<file path="src/rtl/mem_bank_arbiter_pkg.sv">
// rtl/mem_bank_arbiter_pkg.sv - shared lane types and constants for the bank arbiter
package mem_bank_arbiter_pkg;

  localparam int NUM_LANES  = 2;
  localparam int LANE_ID_W  = 1;
  localparam int BUSY_CNT_W = 16;
  localparam logic [BUSY_CNT_W-1:0] BUSY_CNT_MAX = '1;

  typedef enum logic {
    LANE0 = 1'b0,
    LANE1 = 1'b1
  } lane_e;

  // A lone requester always wins; on contention the lane not served last wins.
  function automatic logic [NUM_LANES-1:0] rr_pick(input logic [NUM_LANES-1:0] valid,
                                                   input lane_e last);
    logic [NUM_LANES-1:0] pick;
    case (valid)
      2'b01:   pick = 2'b01;
      2'b10:   pick = 2'b10;
      2'b11:   pick = (last == LANE1) ? 2'b01 : 2'b10;
      default: pick = 2'b00;
    endcase
    return pick;
  endfunction

endpackage

</file>
<file path="src/rtl/mem_bank_arbiter_rr_arb2.sv">
// rtl/mem_bank_arbiter_rr_arb2.sv - two-lane round-robin arbiter with combinational grant
module rr_arb2
  import mem_bank_arbiter_pkg::*;
(
  input  logic                 clock,
  input  logic                 reset,
  input  logic [NUM_LANES-1:0] valid,
  output logic [NUM_LANES-1:0] grant,
  output logic                 gnt_id
);

  lane_e last_q, last_d;

  always_comb begin
    grant  = rr_pick(valid, last_q);
    gnt_id = grant[1];
    last_d = last_q;
    // A grant implies the lane is valid, so any grant is a completed transfer.
    if (|grant) last_d = lane_e'(gnt_id);
  end

  always_ff @(posedge clock or posedge reset) begin
    if (reset) last_q <= LANE1;
    else       last_q <= last_d;
  end

endmodule

</file>
<file path="src/rtl/mem_bank_arbiter.sv">
// rtl/mem_bank_arbiter.sv - shares one SRAM bank's read and write ports between two lanes
module mem_bank_arbiter
  import mem_bank_arbiter_pkg::*;
#(
  parameter int ADDR_W = 12,
  parameter int DATA_W = 32
) (
  input  logic                        clock,
  input  logic                        reset,
  input  logic [NUM_LANES-1:0]        rd_req_valid,
  input  logic [NUM_LANES*ADDR_W-1:0] rd_req_addr,
  output logic [NUM_LANES-1:0]        rd_req_ready,
  output logic                        rd_rsp_valid,
  output logic [LANE_ID_W-1:0]        rd_rsp_id,
  output logic [DATA_W-1:0]           rd_rsp_data,
  input  logic [NUM_LANES-1:0]        wr_req_valid,
  input  logic [NUM_LANES*ADDR_W-1:0] wr_req_addr,
  input  logic [NUM_LANES*DATA_W-1:0] wr_req_data,
  output logic [NUM_LANES-1:0]        wr_req_ready,
  output logic                        mem_we,
  output logic [ADDR_W-1:0]           mem_waddr,
  output logic [DATA_W-1:0]           mem_wdata,
  output logic [ADDR_W-1:0]           mem_raddr,
  input  logic [DATA_W-1:0]           mem_rdata,
  output logic [BUSY_CNT_W-1:0]       busy_cnt
);

  logic [NUM_LANES-1:0] rd_grant, wr_grant;
  logic                 rd_gnt_id, wr_gnt_id;

  rr_arb2 u_rd_arb (
    .clock  (clock),
    .reset  (reset),
    .valid  (rd_req_valid),
    .grant  (rd_grant),
    .gnt_id (rd_gnt_id)
  );

  rr_arb2 u_wr_arb (
    .clock  (clock),
    .reset  (reset),
    .valid  (wr_req_valid),
    .grant  (wr_grant),
    .gnt_id (wr_gnt_id)
  );

  assign rd_req_ready = rd_grant;
  assign wr_req_ready = wr_grant;

  // gnt_id is 0 when idle, so the muxes fall back to the lane-0 inputs.
  assign mem_raddr = rd_gnt_id ? rd_req_addr[ADDR_W +: ADDR_W] : rd_req_addr[0 +: ADDR_W];
  assign mem_waddr = wr_gnt_id ? wr_req_addr[ADDR_W +: ADDR_W] : wr_req_addr[0 +: ADDR_W];
  assign mem_wdata = wr_gnt_id ? wr_req_data[DATA_W +: DATA_W] : wr_req_data[0 +: DATA_W];
  assign mem_we    = |wr_grant;

  logic                  rsp_valid_q, rsp_valid_d;
  logic [LANE_ID_W-1:0]  rsp_id_q, rsp_id_d;
  logic [DATA_W-1:0]     rsp_data_q, rsp_data_d;
  logic [BUSY_CNT_W-1:0] busy_q, busy_d;

  always_comb begin
    rsp_valid_d = |rd_grant;
    rsp_id_d    = rsp_id_q;
    rsp_data_d  = rsp_data_q;
    busy_d      = busy_q;
    if (|rd_grant) begin
      rsp_id_d   = rd_gnt_id;
      rsp_data_d = mem_rdata;
    end
    if (((&rd_req_valid) | (&wr_req_valid)) && (busy_q != BUSY_CNT_MAX))
      busy_d = busy_q + 1'b1;
  end

  always_ff @(posedge clock or posedge reset) begin
    if (reset) begin
      rsp_valid_q <= 1'b0;
      rsp_id_q    <= '0;
      rsp_data_q  <= '0;
      busy_q      <= '0;
    end else begin
      rsp_valid_q <= rsp_valid_d;
      rsp_id_q    <= rsp_id_d;
      rsp_data_q  <= rsp_data_d;
      busy_q      <= busy_d;
    end
  end

  assign rd_rsp_valid = rsp_valid_q;
  assign rd_rsp_id    = rsp_id_q;
  assign rd_rsp_data  = rsp_data_q;
  assign busy_cnt     = busy_q;

endmodule

</file>
<file path="config.mk">
export PLATFORM = sky130hd
export DESIGN_NAME = mem_bank_arbiter
export DESIGN_NICKNAME = d
export VERILOG_FILES = /design/src/rtl/mem_bank_arbiter_pkg.sv /design/src/rtl/mem_bank_arbiter_rr_arb2.sv /design/src/rtl/mem_bank_arbiter.sv
export SDC_FILE = /design/constraint.sdc
export NUM_CORES = 1
export LEC_CHECK = 0
export BUFFER_PORTS_ARGS = -buffer_cell sky130_fd_sc_hd__buf_4
export CORE_AREA = 2 2 101 103
export DETAILED_ROUTE_END_ITERATION = 8
export DIE_AREA = 0 0 103 105
export PLACE_DENSITY = 0.76
export SLEW_MARGIN = 20
export SYNTH_ARGS = -nofsm -noshare
export SYNTH_HDL_FRONTEND = slang
export SYNTH_SLANG_ARGS = --single-unit
export TNS_END_PERCENT = 10
</file>
<file path="constraint.sdc">
create_clock -name clock -period 4.7 [get_ports clock]
set_input_delay 0.47 -clock clock [delete_from_list [all_inputs] [get_ports clock]]
set_output_delay 0.47 -clock clock [all_outputs]
set_load 0.02 [all_outputs]
</file>
-- After elaboration in Yosys (flattened, before gate mapping)
Index checks and enable logic that the tools add are counted.
- add/sub/neg operators: 1
- equal/unequal tests: 7
- muxes and demuxes: 7
- bitwise gates (word level): 1
- reductions and logical operators: 5
- operators with widths (kind ; count):
    32-bit 2-to-1 mux ; 1
    12-bit 2-to-1 mux ; 2
    16-bit by 1-bit adder with 16-bit output, second input constant ; 1
    16-bit inequality test, second input constant ; 1
    2-bit case mux with 3 select lines ; 2
    2-bit equality test, second input constant ; 4
    2-bit by 1-bit equality test with 1-bit output, second input constant ; 2
    2-bit 2-to-1 mux ; 2
    2-bit AND reduction ; 2
    2-bit OR reduction ; 2
    1-bit logical AND ; 1
    1-bit bitwise OR ; 1
- register bits: 52
- input bits: 150
- output and inout port bits: 111
- logic and storage cells: 27

-- Depth between registers and ports, before layout
- depth after elaboration: 3
- gate-level depth with buffers: 5
- depth with buffers taken out: 5

-- Cells and area by module
A second synthesis with hierarchy kept.
- cell total of the unflattened synthesis: 220
- area, all modules: 2842.7 sq um
- modules (own cells, without submodules) (module ; instances ; cells an instance ; area an instance (sq um)):
    mem_bank_arbiter ; 1 ; 204 ; 2712.6
    rr_arb2 ; 2 ; 8 ; 65.1

-- Least setup slack after synthesis
No wires, ideal clock.
- path type: input -> output
- from: input wr_req_valid[1]
- to: output mem_waddr[10]
- data arrival time: 1.425 ns
- data required time: 4.230 ns
- slack: 2.805 ns
- stages on the path: 4
- buffers on the path: 2
- cells stage by stage: a21boi_0 -> buf_2 -> buf_2 -> mux2_2
- cells in the longest elaborated chain, start to end: 3
- elaborated cells on any way between the ends: 5
- those cells by class: 3 x eq/ne; 2 x mux
- RTL lines (what ; RTL line ; source):
    from (decl) ; mem_bank_arbiter.sv:16 ; input logic [NUM_LANES-1:0] wr_req_valid,
    2-bit equality test or 2-bit by 1-bit equality test with 1-bit output (tied branches) ; mem_bank_arbiter_pkg.sv:18 ; case (valid)
    2-bit case mux with 3 select lines * ; mem_bank_arbiter_pkg.sv:18 ;
    12-bit 2-to-1 mux * ; mem_bank_arbiter.sv:52 ; assign mem_waddr = wr_gnt_id ? wr_req_addr[ADDR_W +: ADDR_W] : wr_req_addr[0 +: ADDR_W];
    to (decl) ; mem_bank_arbiter.sv:21 ; output logic [ADDR_W-1:0] mem_waddr,
Every way passes the cells marked *; elsewhere a longest branch is shown, timed or not.

-- Final worst setup path
- from: register u_wr_arb.last_q
- to: output mem_wdata[19]
- cells in the longest elaborated chain, start to end: 3
- RTL lines (what ; RTL line ; source):
    from (decl) ; mem_bank_arbiter_rr_arb2.sv:12 ; lane_e last_q, last_d;
    from (signal assigned) ; mem_bank_arbiter_rr_arb2.sv:24 ; else last_q <= last_d;
    2-bit 2-to-1 mux ; mem_bank_arbiter_pkg.sv:21 ; 2'b11: pick = (last == LANE1) ? 2'b01 : 2'b10;
    2-bit case mux with 3 select lines ; mem_bank_arbiter_pkg.sv:18 ;
    32-bit 2-to-1 mux ; mem_bank_arbiter.sv:53 ; assign mem_wdata = wr_gnt_id ? wr_req_data[DATA_W +: DATA_W] : wr_req_data[0 +: DATA_W];
    to (decl) ; mem_bank_arbiter.sv:22 ; output logic [DATA_W-1:0] mem_wdata,
Every way passes these cells.

==> run_results.csv <==
group,metric,value,unit
synthesis,netlist_area,2870,um^2
worst_setup_path,worstPathMaxFanout,24,
final_layout,drive_above_1_share,76.6,%
timing,timing.fmax,0.364,GHz
synthesis,synth_top_area_cell,"dfrtp_1",
final_layout,syn_to_final_growth,76.9,%
synthesis,synth.avg_cell_area,12.8,um^2
synthesis,synth_edf_count,0,
synthesis,synth_ff_type,"dfrtp_1",
outcome,outcome,"finished, final reports clean",
synthesis,ys_types,34,
timing,tns,0,ns
timing,timing.final.crit_share,58.4,%
global_routing,gr-usage-all-layers,17.8,%
drt,route.met2.wl,5300,um
floorplan,dieArea,10800,um^2
placement,gp_congestion,1.03,
worst_setup_path,r2r_slack,2.96,ns
drt,drtPass1Iterations,4,
hold_path,hold_path.class,"input pin to asynchronous set/reset pin",
global_routing,antenna_found_initial,0,
cts,clk_path_buf_depth,2,
timing,hold_violations,0,
placement,dp_hpwl,8550,um
worst_setup_path,cp.arrival,2.28,ns
floorplan,rows,36,
final_layout,final_nets,633,
cts,cts_tree,"done",
floorplan,die_h,105,um
final_layout,n_fill_cell,856,
final_layout,antenna_cells,0,
final_layout,layout_commonest_cell,"buf_4",
drt,initialDrtViolationCount,125,
cts,insertion_delay,0.30,ns
timing,slew_headroom,40.0,%
floorplan,die_x,103,um
floorplan,ios,261,
worst_setup_path,max_stage_delay,0.60,ns
worst_setup_path,end_kind,"output pin",
cts,cts-root-buf,"clkbuf_8",
drt,drc,0,
drt,met3_length,1000,um
timing,rsz0062_at_grt,"no",
drt,top_layer,"met4",
synthesis,syn-instance-count,224,
worst_setup_path,slowest_stage,"a21boi_4",
cts,cts_setup_buffers,0,
synthesis,syn_nets,375,
cts,clkTransAtPathRegs,0.10,ns
final_layout,finalCoreUtilization,52.7,%
power_and_ir_drop,ir_worst_vdd,0.000196,V
floorplan,fp.coreArea,9640,um^2
power_and_ir_drop,p_per_area,292,nW/um^2
timing,setup_viol,0,
worst_setup_path,cp.required,4.23,ns
global_routing,grt_overflow_total,0,
global_routing,grt_pass1_vias,2907,
final_layout,seqCellArea,1300,um^2
flow_run,maxCapViolations,0,
timing,drv_slew,0,
final_layout,layout_common_cells,"262 x buf_4, 88 x mux2_2, 50 x dfrtp_1",
drt,post_drt_wl_per_cell,16.7,um
synthesis,yosysTopAreaCellShare,43.6,%
worst_setup_path,crit_path_start_kind,"register",
cts,holdBufCountCts,0,
drt,drt_wl_total,10300,um
power_and_ir_drop,leakagePower,0.00251,uW
timing,skew,0.00486,ns
cts,htree_levels,2,
global_routing,grt_pass1_wl,15000,um
worst_setup_path,worstPathCellList,"a21boi_4 > buf_4 > mux2_2 > buf_4",
cts,cts_resized,0,
drt,vias,2798,
worst_setup_path,crit_path_frequent_cell,"buf_4",
drt,ant_nets,0,
synthesis,synth_area_leaders,"dfrtp_1 44%, mux2_2 35%, dfstp_2 1.8%",
synthesis,ys_warn_count,0,
timing,period_needed,2.75,ns
synthesis,yosysSeqAreaShare,45.4,%
synthesis,async_flop_share,100,%
drt,wl_met1,3920,um
cts,clock-sinks,52,
floorplan,initial_utilization,29.8,%
worst_setup_path,path_class,"register to output pin",
cts,numCtsBuffers,5,
synthesis,synth_seq_cells,52,
timing,worst_pin_slew,0.899,ns
global_routing,grt_max_degree,53,
final_layout,multiInputGateArea,1500,um^2
placement,io_buffers,260,
drt,via_per_inst,4.54,
[registers in the layout (all words and copies together), names as in the netlist]
name	flops
rd_rsp_id	1
busy_cnt	16
u_rd_arb.last_q	1
rd_rsp_valid	1
u_wr_arb.last_q	1
rd_rsp_data	32
[synth_stat cells (2+ instances only)]
| cell | number |
|---|---|
| buf_2 | 9 |
| and3_1 | 2 |
| nor2_1 | 11 |
| mux2_1 | 2 |
| dfrtp_1 | 50 |
| dfstp_2 | 2 |
| buf_4 | 2 |
| nand4_4 | 2 |
| xor2_1 | 6 |
| and4_1 | 3 |
| a21oi_1 | 4 |
| nor3b_1 | 2 |
| xnor2_1 | 3 |
| a21boi_0 | 3 |
| nand3_1 | 4 |
| inv_1 | 6 |
| mux2_2 | 88 |
| nand4_1 | 5 |
| nand2_1 | 5 |
[path summary, 6_finish.rpt]
path,from,end,cells past startpoint
worst max-delay path,u_wr_arb.last_q,mem_wdata[19],4
worst max register to register,busy_cnt[0],busy_cnt[10],5
min in group clock,rd_req_valid[0],u_rd_arb.last_q,2
worst min-delay path,reset,rd_rsp_data[13],2
max in group asynchronous,reset,busy_cnt[0],2
worst min register to register,busy_cnt[10],busy_cnt[10],1
[layout make-up]
cell class | instances | area share, %
clock buffer | 5 | 1.36
clock inverter | 3 | 0.912
inverter | 6 | 0.468
multi-input combinational | 155 | 29.6
sequential | 52 | 25.7
tap | 133 | 3.28
timing repair buffer | 262 | 38.7
[layer usage]
metal  up-vias  global-route usage (%)
met3         6                    6.89
met1      1339                    21.0
li1       1324                       -
met4         0                    2.07
met5         -                       0
met2       129                    31.3
[cells by family after synthesis]
family / share of synthesized area (%)
AO/OA/AOI/OAI: 3.79
XOR/XNOR: 2.75
adder cells (fa/ha/maj): 0.436
buffers and inverters: 2.88
flip-flops: 45.4
multiplexers: 36.2
AND/OR/NAND/NOR: 8.58
[report_power, final]
| group | switching [uW] | leakage, uW | internal (uW) |
|---|---|---|---|
| Combinational | 283 | 0.00184 | 314 |
| Clock | 153 | 0.0000548 | 161 |
| Sequential | 64.8 | 0.000622 | 506 |
| Total | 501 | 0.00251 | 980 |
[per-stage QoR]
step / hold slack, ns / total power (uW) / std cells / worst slack, ns / area, um^2
after detailed placement: 0.494 / 1180 / 608 / 2.07 / 4960
after global routing: 0.342 / 1560 / 616 / 1.84 / 5080
after global placement: 0.479 / 1170 / 608 / 2.12 / 4960
after floorplan: 0.479 / 876 / 224 / 2.80 / 2870
after CTS: 0.346 / 1500 / 616 / 1.96 / 5070
final: 0.331 / 1480 / 616 / 1.95 / 5080
[critical path: cells and delay by family (launching register included)]
| kind | cells | cell delay, ns |
|---|---|---|
| multiplexers | 1 | 0.39 |
| buffers and inverters | 2 | 0.57 |
| flip-flops | 1 | 0.40 |
| AO/OA/AOI/OAI | 1 | 0.60 |
Note: power is estimated with default switching activity, not from simulation.
